===== src/rtl/id_stage.sv =====
// id_stage: RV32I decode stage feeding the execute ALU through a single registered slot
// with valid/ready backpressure and flush.
module id_stage (
    input  logic        clk,
    input  logic        rstn,
    input  logic        in_valid,
    output logic        in_ready,
    input  logic [31:0] in_instr,
    input  logic [31:0] in_pc,
    output logic [4:0]  rs1_addr,
    output logic [4:0]  rs2_addr,
    input  logic [31:0] rs1_data,
    input  logic [31:0] rs2_data,
    input  logic        flush,
    output logic        out_valid,
    input  logic        out_ready,
    output logic [3:0]  aluop,
    output logic [31:0] src0,
    output logic [31:0] src1,
    output logic [31:0] imm,
    output logic [31:0] store_data,
    output logic [31:0] pc,
    output logic [4:0]  rd,
    output logic        reg_we,
    output logic        mem_read,
    output logic        mem_write,
    output logic        is_branch,
    output logic        is_jump,
    output logic        is_jalr,
    output logic        illegal
);
    localparam logic [6:0] OP_R   = 7'b0110011;
    localparam logic [6:0] OP_I   = 7'b0010011;
    localparam logic [6:0] LUI    = 7'b0110111;
    localparam logic [6:0] AUIPC  = 7'b0010111;
    localparam logic [6:0] JAL    = 7'b1101111;
    localparam logic [6:0] JALR   = 7'b1100111;
    localparam logic [6:0] BRANCH = 7'b1100011;
    localparam logic [6:0] LOAD   = 7'b0000011;
    localparam logic [6:0] STORE  = 7'b0100011;

    logic [6:0]  opc, f7;
    logic [2:0]  f3;
    logic [4:0]  rdf;
    logic [31:0] i_imm, s_imm, b_imm, u_imm, j_imm;
    logic [3:0]  f3op;
    logic [3:0]  d_aluop;
    logic [31:0] d_src0, d_src1, d_imm, d_sd;
    logic        d_we, d_mr, d_mw, d_br, d_j, d_jr, d_ill;
    logic        accept;

    assign opc      = in_instr[6:0];
    assign rdf      = in_instr[11:7];
    assign f3       = in_instr[14:12];
    assign f7       = in_instr[31:25];
    assign rs1_addr = in_instr[19:15];
    assign rs2_addr = in_instr[24:20];

    assign i_imm = {{20{in_instr[31]}}, in_instr[31:20]};
    assign s_imm = {{20{in_instr[31]}}, in_instr[31:25], in_instr[11:7]};
    assign b_imm = {{19{in_instr[31]}}, in_instr[31], in_instr[7], in_instr[30:25], in_instr[11:8], 1'b0};
    assign u_imm = {in_instr[31:12], 12'b0};
    assign j_imm = {{11{in_instr[31]}}, in_instr[31], in_instr[19:12], in_instr[20], in_instr[30:21], 1'b0};

    // funct3 -> ALU op shared by OP and OP-IMM; 011 (unsigned compare) is rejected separately
    assign f3op = f3 == 3'b000 ? 4'd0 : f3 == 3'b001 ? 4'd6 : f3 == 3'b010 ? 4'd2 :
                  f3 == 3'b100 ? 4'd3 : f3 == 3'b101 ? 4'd7 : f3 == 3'b110 ? 4'd5 : 4'd4;

    assign in_ready = !out_valid || out_ready || flush;
    assign accept   = in_valid && in_ready && !flush;

    always_comb begin
        d_aluop = 4'd0;
        d_src0  = rs1_data;
        d_src1  = rs2_data;
        d_imm   = 32'd0;
        d_sd    = rs2_data;
        d_we    = 1'b0;
        d_mr    = 1'b0;
        d_mw    = 1'b0;
        d_br    = 1'b0;
        d_j     = 1'b0;
        d_jr    = 1'b0;
        d_ill   = 1'b0;
        case (opc)
            OP_R: begin
                d_ill   = f3 == 3'b011 || !(f7 == 7'b0000000 || (f7 == 7'b0100000 && (f3 == 3'b000 || f3 == 3'b101)));
                d_aluop = f7[5] ? (f3 == 3'b000 ? 4'd1 : 4'd8) : f3op;
                d_we    = 1'b1;
            end
            OP_I: begin
                d_ill   = f3 == 3'b011 || (f3 == 3'b001 && f7 != 7'b0000000) ||
                          (f3 == 3'b101 && f7 != 7'b0000000 && f7 != 7'b0100000);
                d_aluop = (f3 == 3'b101 && f7[5]) ? 4'd8 : f3op;
                d_src1  = i_imm;
                d_imm   = i_imm;
                d_we    = 1'b1;
            end
            LUI: begin
                d_src0 = 32'd0;
                d_src1 = u_imm;
                d_imm  = u_imm;
                d_we   = 1'b1;
            end
            AUIPC: begin
                d_src0 = in_pc;
                d_src1 = u_imm;
                d_imm  = u_imm;
                d_we   = 1'b1;
            end
            JAL: begin
                d_src0 = in_pc;
                d_src1 = 32'd4;
                d_imm  = j_imm;
                d_we   = 1'b1;
                d_j    = 1'b1;
            end
            // link value through the ALU; the jump base rides on store_data
            JALR: begin
                d_src0 = in_pc;
                d_src1 = 32'd4;
                d_imm  = i_imm;
                d_sd   = rs1_data;
                d_we   = 1'b1;
                d_jr   = 1'b1;
            end
            BRANCH: begin
                d_ill   = !(f3 == 3'b000 || f3 == 3'b001 || f3 == 3'b100 || f3 == 3'b101);
                d_aluop = f3 == 3'b000 ? 4'd1 : f3 == 3'b001 ? 4'd9 : f3 == 3'b100 ? 4'd10 : 4'd11;
                d_imm   = b_imm;
                d_br    = 1'b1;
            end
            LOAD: begin
                d_ill  = f3 != 3'b010;
                d_src1 = i_imm;
                d_imm  = i_imm;
                d_we   = 1'b1;
                d_mr   = 1'b1;
            end
            STORE: begin
                d_ill  = f3 != 3'b010;
                d_src1 = s_imm;
                d_imm  = s_imm;
                d_mw   = 1'b1;
            end
            default: d_ill = 1'b1;
        endcase
        if (d_ill) begin
            d_aluop = 4'd0;
            d_we    = 1'b0;
            d_mr    = 1'b0;
            d_mw    = 1'b0;
            d_br    = 1'b0;
            d_j     = 1'b0;
            d_jr    = 1'b0;
        end
        if (rdf == 5'd0)
            d_we = 1'b0;
    end

    always_ff @(posedge clk) begin
        if (!rstn) begin
            out_valid  <= 1'b0;
            aluop      <= 4'd0;
            src0       <= 32'd0;
            src1       <= 32'd0;
            imm        <= 32'd0;
            store_data <= 32'd0;
            pc         <= 32'd0;
            rd         <= 5'd0;
            reg_we     <= 1'b0;
            mem_read   <= 1'b0;
            mem_write  <= 1'b0;
            is_branch  <= 1'b0;
            is_jump    <= 1'b0;
            is_jalr    <= 1'b0;
            illegal    <= 1'b0;
        end else if (flush) begin
            out_valid <= 1'b0;
        end else if (accept) begin
            out_valid  <= 1'b1;
            aluop      <= d_aluop;
            src0       <= d_src0;
            src1       <= d_src1;
            imm        <= d_imm;
            store_data <= d_sd;
            pc         <= in_pc;
            rd         <= rdf;
            reg_we     <= d_we;
            mem_read   <= d_mr;
            mem_write  <= d_mw;
            is_branch  <= d_br;
            is_jump    <= d_j;
            is_jalr    <= d_jr;
            illegal    <= d_ill;
        end else if (out_ready) begin
            out_valid <= 1'b0;
        end
    end
endmodule


===== config.mk =====
export PLATFORM = sky130hd
export DESIGN_NAME = id_stage
export DESIGN_NICKNAME = d
export VERILOG_FILES = /design/src/rtl/id_stage.sv
export SDC_FILE = /design/constraint.sdc
export NUM_CORES = 1
export LEC_CHECK = 0
export BUFFER_PORTS_ARGS = -buffer_cell sky130_fd_sc_hd__clkbuf_2
export CORE_ASPECT_RATIO = 0.7
export CORE_MARGIN = 5
export CORE_UTILIZATION = 45
export CTS_BUF_LIST = sky130_fd_sc_hd__clkbuf_16
export CTS_CLUSTER_SIZE = 24
export DETAILED_ROUTE_END_ITERATION = 10
export PLACE_DENSITY = 0.8
export SLEW_MARGIN = 15
export SYNTH_ARGS = -nofsm -noshare
export SYNTH_HDL_FRONTEND = slang
export SYNTH_SLANG_ARGS = --single-unit

===== constraint.sdc =====
create_clock -name clk -period 3.9 [get_ports clk]
set_clock_uncertainty 0.2 [all_clocks]
set_input_delay 0.78 -clock clk [delete_from_list [all_inputs] [get_ports clk]]
set_output_delay 0.78 -clock clk [all_outputs]
set_load 0.02 [all_outputs]

==> flow_summary_export.csv, run 1 <==
group,metric,value,unit
hold_path,hold_class,"reg2reg",
floorplan,fp.dieH,117,um
critical_path,crit_buf_inv,3,
final_layout,final_cell_mix,"clkbuf_2, dfxtp_1, nand2_1, o21ai_0, a21oi_1",
yosys,synth_seq_area_share,47.9,%
yosys,synth_top_flop_cell,"dfxtp_1",
global_route,grt_pass1_wl,42.3,mm
placement,place_inst,1359,
critical_path,reg2reg_to,"aluop[2]$_SDFFE_PN0P_",
yosys,yosys.area.top_type,"dfxtp_1",
route,num_vias,8017,
floorplan,io_pins,321,
final_layout,stdcell_count,1390,
run_status,status,"completed",
critical_path,path_class,"in2reg",
global_route,use_met3,8.79,%
global_route,grt-ovfl-total,0,
route,drt_first_pass_iters,5,
critical_path,r2r_slack,1.47,ns
floorplan,start_util,45.5,%
final_layout,regArea,3540,um^2
power,report.power.total,0.00428,W
route,route.detailed.drc,0,
placement,dp_hpwl,21.1,mm
cts,htree_levels,4,
final_layout,fill_cells,1492,
cts,cts_resized,0,
timing,fmax,377,MHz
cts,clkSinkCount,177,
route,detail_route.vias_per_cell,5.77,
timing,grt_setup_unrepaired,"false",
placement,post_dp_cell_area,9040,um^2
floorplan,fp.coreArea,16200,um^2
critical_path,path_common_cell,"buf_4",
timing,relSlewSlack,31.9,%
critical_path,crit_path_end_kind,"flop",
cts,post_cts_buffers,0,
power,p_leak,4.21,nW
floorplan,dieArea,19200,um^2
global_route,grtUsageMet1,37.9,%
global_route,top_usage_layer,"met2",
critical_path,r2r_start,"out_valid$_SDFFE_PP0P_",
final_layout,diodes,0,
critical_path,r2r_cells,5,
floorplan,die_x,163,um
critical_path,crit_required,4.05,ns
yosys,synth_edf_count,0,
global_route,grt_max_degree,129,
yosys,synthCells,888,
cts,cts.clk_slew.worst_paths,0.07,ns
cts,cts_root_buf,"clkbuf_16",
final_layout,drive_above_1_share,32.4,%
yosys,synth_area_leaders,"dfxtp_1, nand2_1, o21ai_0",
final_layout,final_nets,1286,
timing,hold_viol,0,
timing,fin_setup_tns,0,ns
global_route,grt_pass1_vias,7394,
timing,finalCritPeriodShare,67.9,%
yosys,syn_avg_cell_area,8.33,um^2
route,wl_per_cell,20.8,um
critical_path,cp_cell_sequence,"clkbuf_2, nand3b_1, nor2_1, buf_4, a31oi_2, buf_4, nand2_1, a31oi_1",
yosys,synth_cell_type_count,52,
yosys,syn_area,7400,um^2
yosys,synth_seq_cells,177,
critical_path,start_kind,"input pin",
cts,holdBufCountCts,0,
global_route,grt_use_met2,44.7,%
timing,fin_crit,2.65,ns
hold_path,hold_end,"imm[12]$_SDFFE_PN0P_",
critical_path,crit_arrival,2.80,ns
critical_path,max_stage_delay,0.56,ns
critical_path,worstPathMaxFanout,14,
route,drtIter0Drc,732,
power,powerDensity,445,nW/um^2
cts,clk_latency,0.43,ns
placement,port_buffers,320,
timing,worst_pin_slew,1.02,ns
timing,maxSlewViolCount,0,
route,wl,28.9,mm
job,maxCapViolations,0,
final_layout,final_common_cell,"clkbuf_2",
cts,cts_tree,"yes",
floorplan,rows,39,
route,ant_nets,0,
yosys,synth_top_area_share,47.9,%
cts,clockBufferDepth,2,
global_route,antenna_found_initial,0,
power,irDropWorstVdd,264,uV
yosys,synth_warnings,0,
hold_path,hold_depth,2,
critical_path,crit_family,"buffers and inverters",
timing,hold_slack,0.248,ns
hold_path,hp-start,"imm[12]$_SDFFE_PN0P_",
timing,setup_viol,0,
cts,cts_made_buffers,17,
critical_path,slowest_stage,"a31oi_2",
yosys,syn-num-nets,1021,
yosys,synthArstFlopShare,0,%
final_layout,fin_area,9610,um^2
placement,routabilityCongestion,0.966,
final_layout,multi_input_area,3440,um^2
global_route,grt.total_usage,28.7,%
final_layout,syn2layout_area_growth,29.8,%
-- layer usage --
metal	share of wire, %	vias to the layer above
met5	0	-
met1	42	3819
li1	-	3707
met2	45	438
met3	10	53
met4	2.6	0
-- power breakdown --
group	switching [W]	internal, W
clock	0.000736	0.000939
combinational	0.000443	0.000208
sequential	0.0000511	0.00190
-- worst max-delay path by stage --
| stage | startpoint | endpoint | depth (start not counted) |
|---|---|---|---|
| after floorplan | in_instr[3] | src1[20]$_SDFFE_PN0P_ | 6 |
| after global placement | in_instr[4] | src0[1]$_SDFFE_PN0P_ | 7 |
| after detailed placement | in_instr[4] | src1[28]$_SDFFE_PN0P_ | 8 |
| after CTS | in_instr[4] | src1[23]$_SDFFE_PN0P_ | 8 |
| after global routing | in_instr[4] | src1[5]$_SDFFE_PN0P_ | 7 |
| final | in_instr[5] | src1[23]$_SDFFE_PN0P_ | 8 |
-- sequential cells by signal, summed over array words and instances, names as in the netlist --
register / flops
is_branch: 1
aluop: 4
is_jalr: 1
rd: 5
mem_read: 1
src0: 32
out_valid: 1
reg_we: 1
imm: 32
illegal: 1
pc: 32
src1: 32
mem_write: 1
store_data: 32
is_jump: 1
-- final cells by class --
class / count / share of cell area [%]
Clock buffer: 17 / 4.43
Tap cell: 225 / 2.93
Multi-Input combinational cell: 611 / 35.8
Inverter: 8 / 0.313
Sequential cell: 177 / 36.9
Clock inverter: 14 / 1.43
Timing Repair Buffer: 338 / 18.2
-- worst min-delay path: cells and delay by family (launching register included) --
kind / cells / cell delay (ns)
compound gates: 1 / 0.05
flops: 1 / 0.31
simple gates: 1 / 0.05
-- metrics by stage --
step | utilization, % | setup WS (ns)
after global routing | 59.1 | 1.12
after detailed placement | 55.7 | 0.891
after global placement | 55.7 | 0.902
final | 59.1 | 1.25
after CTS | 59.1 | 1.33
after floorplan | - | 1.62
-- cell usage after synthesis (3+ instances only) --
| library cell | instances |
|---|---|
| dfxtp_1 | 177 |
| inv_1 | 7 |
| nand2_1 | 130 |
| nand3b_1 | 7 |
| o21ai_1 | 3 |
| nor2_1 | 87 |
| nor3_1 | 6 |
| a22oi_1 | 22 |
| mux2i_1 | 33 |
| o21ai_0 | 95 |
| nand2b_1 | 4 |
| a221oi_1 | 35 |
| buf_4 | 13 |
| nor4_1 | 3 |
| nand3_1 | 6 |
| a211oi_1 | 34 |
| a21o_1 | 5 |
| buf_1 | 11 |
| buf_2 | 19 |
| a21oi_1 | 90 |
| clkbuf_1 | 49 |
| o31ai_1 | 3 |
| a31oi_1 | 18 |
-- cells by family (layout without fill, tap and decap cells) --
family	after synthesis	after routing	synth area share [%]
xor gates and xnor gates	1	1	0.118
DFF	177	177	47.9
and+or+nand+nor	255	255	14.6
muxes	33	33	4.46
buffers and inverters	100	377	6.05
AOI/OAI and AO/OA	322	322	26.9
(Power assumes the default switching activity.)
==> inputs of run 2 (changes only) <==
Settings changed: CORE_UTILIZATION 45 to 43.
Clock period 3.9 ns to 2.25 ns, I/O delays scaled along.
==> flow_summary_export.csv, run 2 (synthesized netlist as in run 1, its figures left out) <==
group,metric,value,unit
run_status,status,"completed",
placement,routabilityCongestion,0.980,
final_layout,final_cell_mix,"clkbuf_2, dfxtp_1, nand2_1, o21ai_0, a21oi_1",
global_route,grt_pass1_vias,7730,
final_layout,fin_area,9980,um^2
placement,dp_hpwl,21.8,mm
hold_path,hold_class,"in2reg",
timing,fin_crit,2.13,ns
cts,cts.clk_slew.worst_paths,0.07,ns
route,route.detailed.drc,0,
floorplan,start_util,43.5,%
floorplan,io_pins,321,
global_route,grt_max_degree,65,
critical_path,crit_path_end_kind,"flop",
timing,finalCritPeriodShare,94.6,%
critical_path,path_class,"reg2reg",
cts,clkSinkCount,177,
route,wl_met1,11.7,mm
placement,post_dp_cell_area,9370,um^2
timing,relSlewSlack,32.7,%
critical_path,crit_arrival,2.26,ns
global_route,grt.total_usage,28.0,%
route,wl_per_cell,20.2,um
floorplan,fp.coreArea,17000,um^2
power,p_leak,4.41,nW
route,drtIter0Drc,802,
cts,cts_root_buf,"clkbuf_16",
cts,clk_latency,0.42,ns
placement,port_buffers,320,
power,powerDensity,764,nW/um^2
critical_path,start_kind,"flop",
final_layout,final_common_cell,"clkbuf_2",
timing,grt_setup_unrepaired,"false",
route,detail_route.vias_per_cell,5.65,
critical_path,crit_required,2.38,ns
cts,cts_made_buffers,17,
job,maxCapViolations,0,
route,drt_first_pass_iters,9,
cts,cts_tree,"yes",
final_layout,drive_above_1_share,34.4,%
route,num_vias,8085,
cts,holdBufCountCts,0,
timing,hold_viol,0,
cts,htree_levels,4,
route,top_layer,"met5",
timing,setup_viol,0,
cts,clockBufferDepth,2,
floorplan,rows,40,
final_layout,syn2layout_area_growth,34.8,%
global_route,antenna_found_initial,1,
floorplan,dieArea,20000,um^2
final_layout,final_nets,1320,
timing,fmax,470,MHz
cts,cts_resized,0,
placement,place_inst,1399,
route,wl,28.9,mm
global_route,grt_pass1_wl,44.5,mm
power,irDropWorstVdd,396,uV
floorplan,fp.dieH,120,um
route,wl_met3,3.38,mm
final_layout,stdcell_count,1431,
route,met2WireLength,13.2,mm
route,ant_nets,0,
cts,post_cts_buffers,0,
floorplan,die_x,167,um
final_layout,diodes,0,
global_route,grt-ovfl-total,0,
critical_path,worstPathMaxFanout,9,
timing,worst_pin_slew,1.01,ns
timing,maxSlewViolCount,0,
final_layout,postLayoutCoreUtil,58.6,%
run 2: cell count changes in the layout (fill, tap and decap cells not counted), sizes merged:
cell,previous run,this run
buf,18,52
bufinv,2,3
run 2: critical path, stage by stage, from the launching register on:
cell and delay [ns]:
dfxtp_1 0.31, nor2b_1 0.14, or3b_4 0.44, nor2_1 0.24, nand4_1 0.37, o31ai_1 0.33
run 2: worst paths after layout:
path | startpoint | end | slack, ns | depth (start not counted)
worst max-delay path | out_valid$_SDFFE_PP0P_ | aluop[2]$_SDFFE_PN0P_ | 0.12 | 5
worst min-delay path | in_pc[10] | pc[10]$_SDFFE_PN0P_ | 0.06 | 3
worst max register to register | out_valid$_SDFFE_PP0P_ | aluop[2]$_SDFFE_PN0P_ | 0.12 | 5
worst min register to register | mem_read$_SDFFE_PN0P_ | mem_read$_SDFFE_PN0P_ | 0.26 | 2
run 2: layout make-up:
| class | instances | area [um^2] |
|---|---|---|
| clock buffer | 17 | 425 |
| fill | 1560 | 7040 |
| tap | 231 | 289 |
| inverter | 8 | 30.0 |
| sequential | 177 | 3540 |
| timing repair buffer | 372 | 2070 |
| clock inverter | 15 | 176 |
| multi-input combinational | 611 | 3450 |
run 2: layer usage:
metal / up-vias / GRT usage [%]
li1: 3779 / -
met3: 56 / 10.4
met5: - / 0
met4: 2 / 8.38
met1: 3787 / 36.0
met2: 461 / 44.1
run 2: power breakdown:
part | total [W] | leakage, nW | internal (W) | switching, W
logic | 0.00118 | 2.66 | 0.000401 | 0.000775
clock network | 0.00305 | 0.294 | 0.00176 | 0.00129
registers | 0.00339 | 1.45 | 0.00330 | 0.0000928
total | 0.00762 | 4.41 | 0.00546 | 0.00216
run 2: stage by stage:
step | total power, W | hold slack [ns] | setup WS, ns | setup TNS, ns
floorplan | 0.00407 | 0.325 | 0.295 | 0
global placement | 0.00460 | 0.236 | -0.0692 | -1.07
detailed placement | 0.00462 | 0.244 | -0.125 | -4.12
CTS | 0.00766 | 0.0437 | 0.000201 | 0
global route | 0.00791 | 0.0444 | 0.0419 | 0
finish | 0.00762 | 0.0614 | 0.122 | 0
==> inputs of run 3 (changes only) <==
Settings changed: BUFFER_PORTS_ARGS -buffer_cell sky130_fd_sc_hd__clkbuf_2 to default, CORE_UTILIZATION 43 to 45, DONT_BUFFER_PORTS from default to 1, PLACE_DENSITY 0.8 to 0.66.
==> flow_summary_export.csv, run 3 (synthesized netlist as in run 1, its figures left out) <==
group,metric,value,unit
run_status,status,"completed",
critical_path,r2r_start,"out_valid$_SDFFE_PP0P_",
critical_path,crit_required,2.41,ns
timing,setup_viol,0,
timing,finalWorstSetupSlack,0.189,ns
hold_path,hold_class,"in2reg",
cts,htree_levels,4,
cts,cts_made_buffers,17,
floorplan,fp.coreArea,16200,um^2
final_layout,fin_area,9310,um^2
timing,worst_pin_slew,0.998,ns
route,num_vias,7309,
route,detail_route.vias_per_cell,6.12,
route,wl,29.2,mm
floorplan,dieArea,19200,um^2
critical_path,crit_path_end_kind,"flop",
floorplan,die_x,163,um
timing,fin_setup_tns,0,ns
placement,place_inst,1060,
route,ant_nets,0,
final_layout,stdcell_count,1195,
route,drt_first_pass_iters,5,
critical_path,r2r_cells,6,
cts,clk_latency,0.42,ns
cts,post_cts_buffers,0,
final_layout,regArea,3540,um^2
cts,cts.clk_slew.worst_paths,0.08,ns
final_layout,final_common_cell,"dfxtp_1",
placement,post_dp_cell_area,7690,um^2
hold_path,hp-start,"in_pc[28]",
placement,port_buffers,0,
power,p_leak,3.39,nW
job,maxCapViolations,0,
final_layout,final_cell_mix,"dfxtp_1, nand2_1, dlygate4sd3_1, o21ai_0, a21oi_1",
global_route,grt_pass1_wl,43.4,mm
floorplan,rows,39,
global_route,grt.total_usage,29.5,%
placement,routabilityCongestion,0.964,
critical_path,startpoint,"out_valid$_SDFFE_PP0P_",
global_route,antenna_found_initial,0,
cts,clkSinkCount,177,
final_layout,syn2layout_area_growth,25.8,%
timing,fmax,485,MHz
global_route,grt_pass1_vias,7050,
power,report.power.total,0.00721,W
floorplan,start_util,45.5,%
critical_path,slowest_stage,"nor3b_4",
hold_path,hold_end,"src0[28]$_SDFFE_PN0P_",
timing,hold_viol,0,
route,route.detailed.drc,0,
power,powerDensity,775,nW/um^2
timing,fin_crit,2.06,ns
cts,cts_tree,"yes",
power,irDropWorstVdd,367,uV
floorplan,fp.dieH,117,um
critical_path,worstPathMaxFanout,46,
route,wl_per_cell,24.4,um
timing,maxSlewViolCount,0,
global_route,grt_max_degree,78,
cts,cts_root_buf,"clkbuf_16",
critical_path,crit_family,"simple AND/OR/NAND/NOR gates",
critical_path,r2r_slack,0.19,ns
critical_path,cp_cell_sequence,"nor2b_1, nor3b_4, buf_12, o21a_1, a22oi_1, nor2_1",
final_layout,fill_cells,1430,
placement,dp_hpwl,20.1,mm
route,drtIter0Drc,842,
global_route,grt-ovfl-total,0,
final_layout,diodes,0,
critical_path,max_stage_delay,0.48,ns
placement,pre_cts_slack,0.0519,ns
critical_path,path_class,"reg2reg",
critical_path,reg2reg_to,"imm[6]$_SDFFE_PN0P_",
cts,clockBufferDepth,2,
critical_path,crit_arrival,2.22,ns
timing,relSlewSlack,33.3,%
final_layout,drive_above_1_share,8.56,%
final_layout,multi_input_area,3440,um^2
timing,finalCritPeriodShare,91.6,%
cts,cts_resized,0,
critical_path,start_kind,"flop",
timing,grt_setup_unrepaired,"false",
final_layout,final_nets,1090,
critical_path,crit_buf_inv,1,
floorplan,io_pins,321,
hold_path,hold_depth,2,
-- run 3: changes by cell type in the layout (fill, tap and decap cells not counted), sizes merged --
cell,previous run,this run
clkbuf,337,17
dlygate4sd3,0,102
buf,52,40
bufinv,3,0
inv,13,15
clkinv,6,7
-- run 3: repair_timing --
action                     4_1_cts  5_1_grt
hold buffers                   103        0
setup endpoints to repair        0        0
hold endpoints to repair       128        0
-- run 3: metrics by stage --
stage / utilization [%] / hold WS (ns)
2_1_floorplan: - / 0.325
3_3_place_gp: 47.3 / 0.335
3_5_place_dp: 47.3 / 0.333
4_1_cts: 57.3 / 0.000370
5_1_grt: 57.3 / 0.0000948
6_report: 57.3 / 0.0161
-- run 3: report_power, final --
part | internal, W | switching (W) | total [W] | leakage (nW)
Combinational | 0.000330 | 0.000377 | 0.000707 | 1.65
Sequential | 0.00330 | 0.000336 | 0.00363 | 1.45
Clock | 0.00147 | 0.00140 | 0.00287 | 0.280
-- run 3: layout make-up --
cell class / count / share of cell area [%]
Clock inverter: 15 / 1.59
Timing Repair Buffer: 142 / 15.5
Multi-Input combinational cell: 611 / 37.0
Sequential cell: 177 / 38.1
Clock buffer: 17 / 4.57
Inverter: 8 / 0.323
Tap cell: 225 / 3.02
-- run 3: how the worst max path moves through the flow --
stage,to,cells past startpoint
CTS,imm[7]$_SDFFE_PN0P_,6
detailed placement,src0[17]$_SDFFE_PN0P_,5
floorplan,src0[13]$_SDFFE_PN0P_,7
global placement,src1[2]$_SDFFE_PN0P_,5
finish,imm[6]$_SDFFE_PN0P_,6
global route,imm[7]$_SDFFE_PN0P_,6
-- run 3: routing by layer --
layer	part of all wire, %	global-route usage [%]
met5	0	0
met4	2.3	8.83
met3	14	13.3
met2	45	46.0
met1	39	37.1
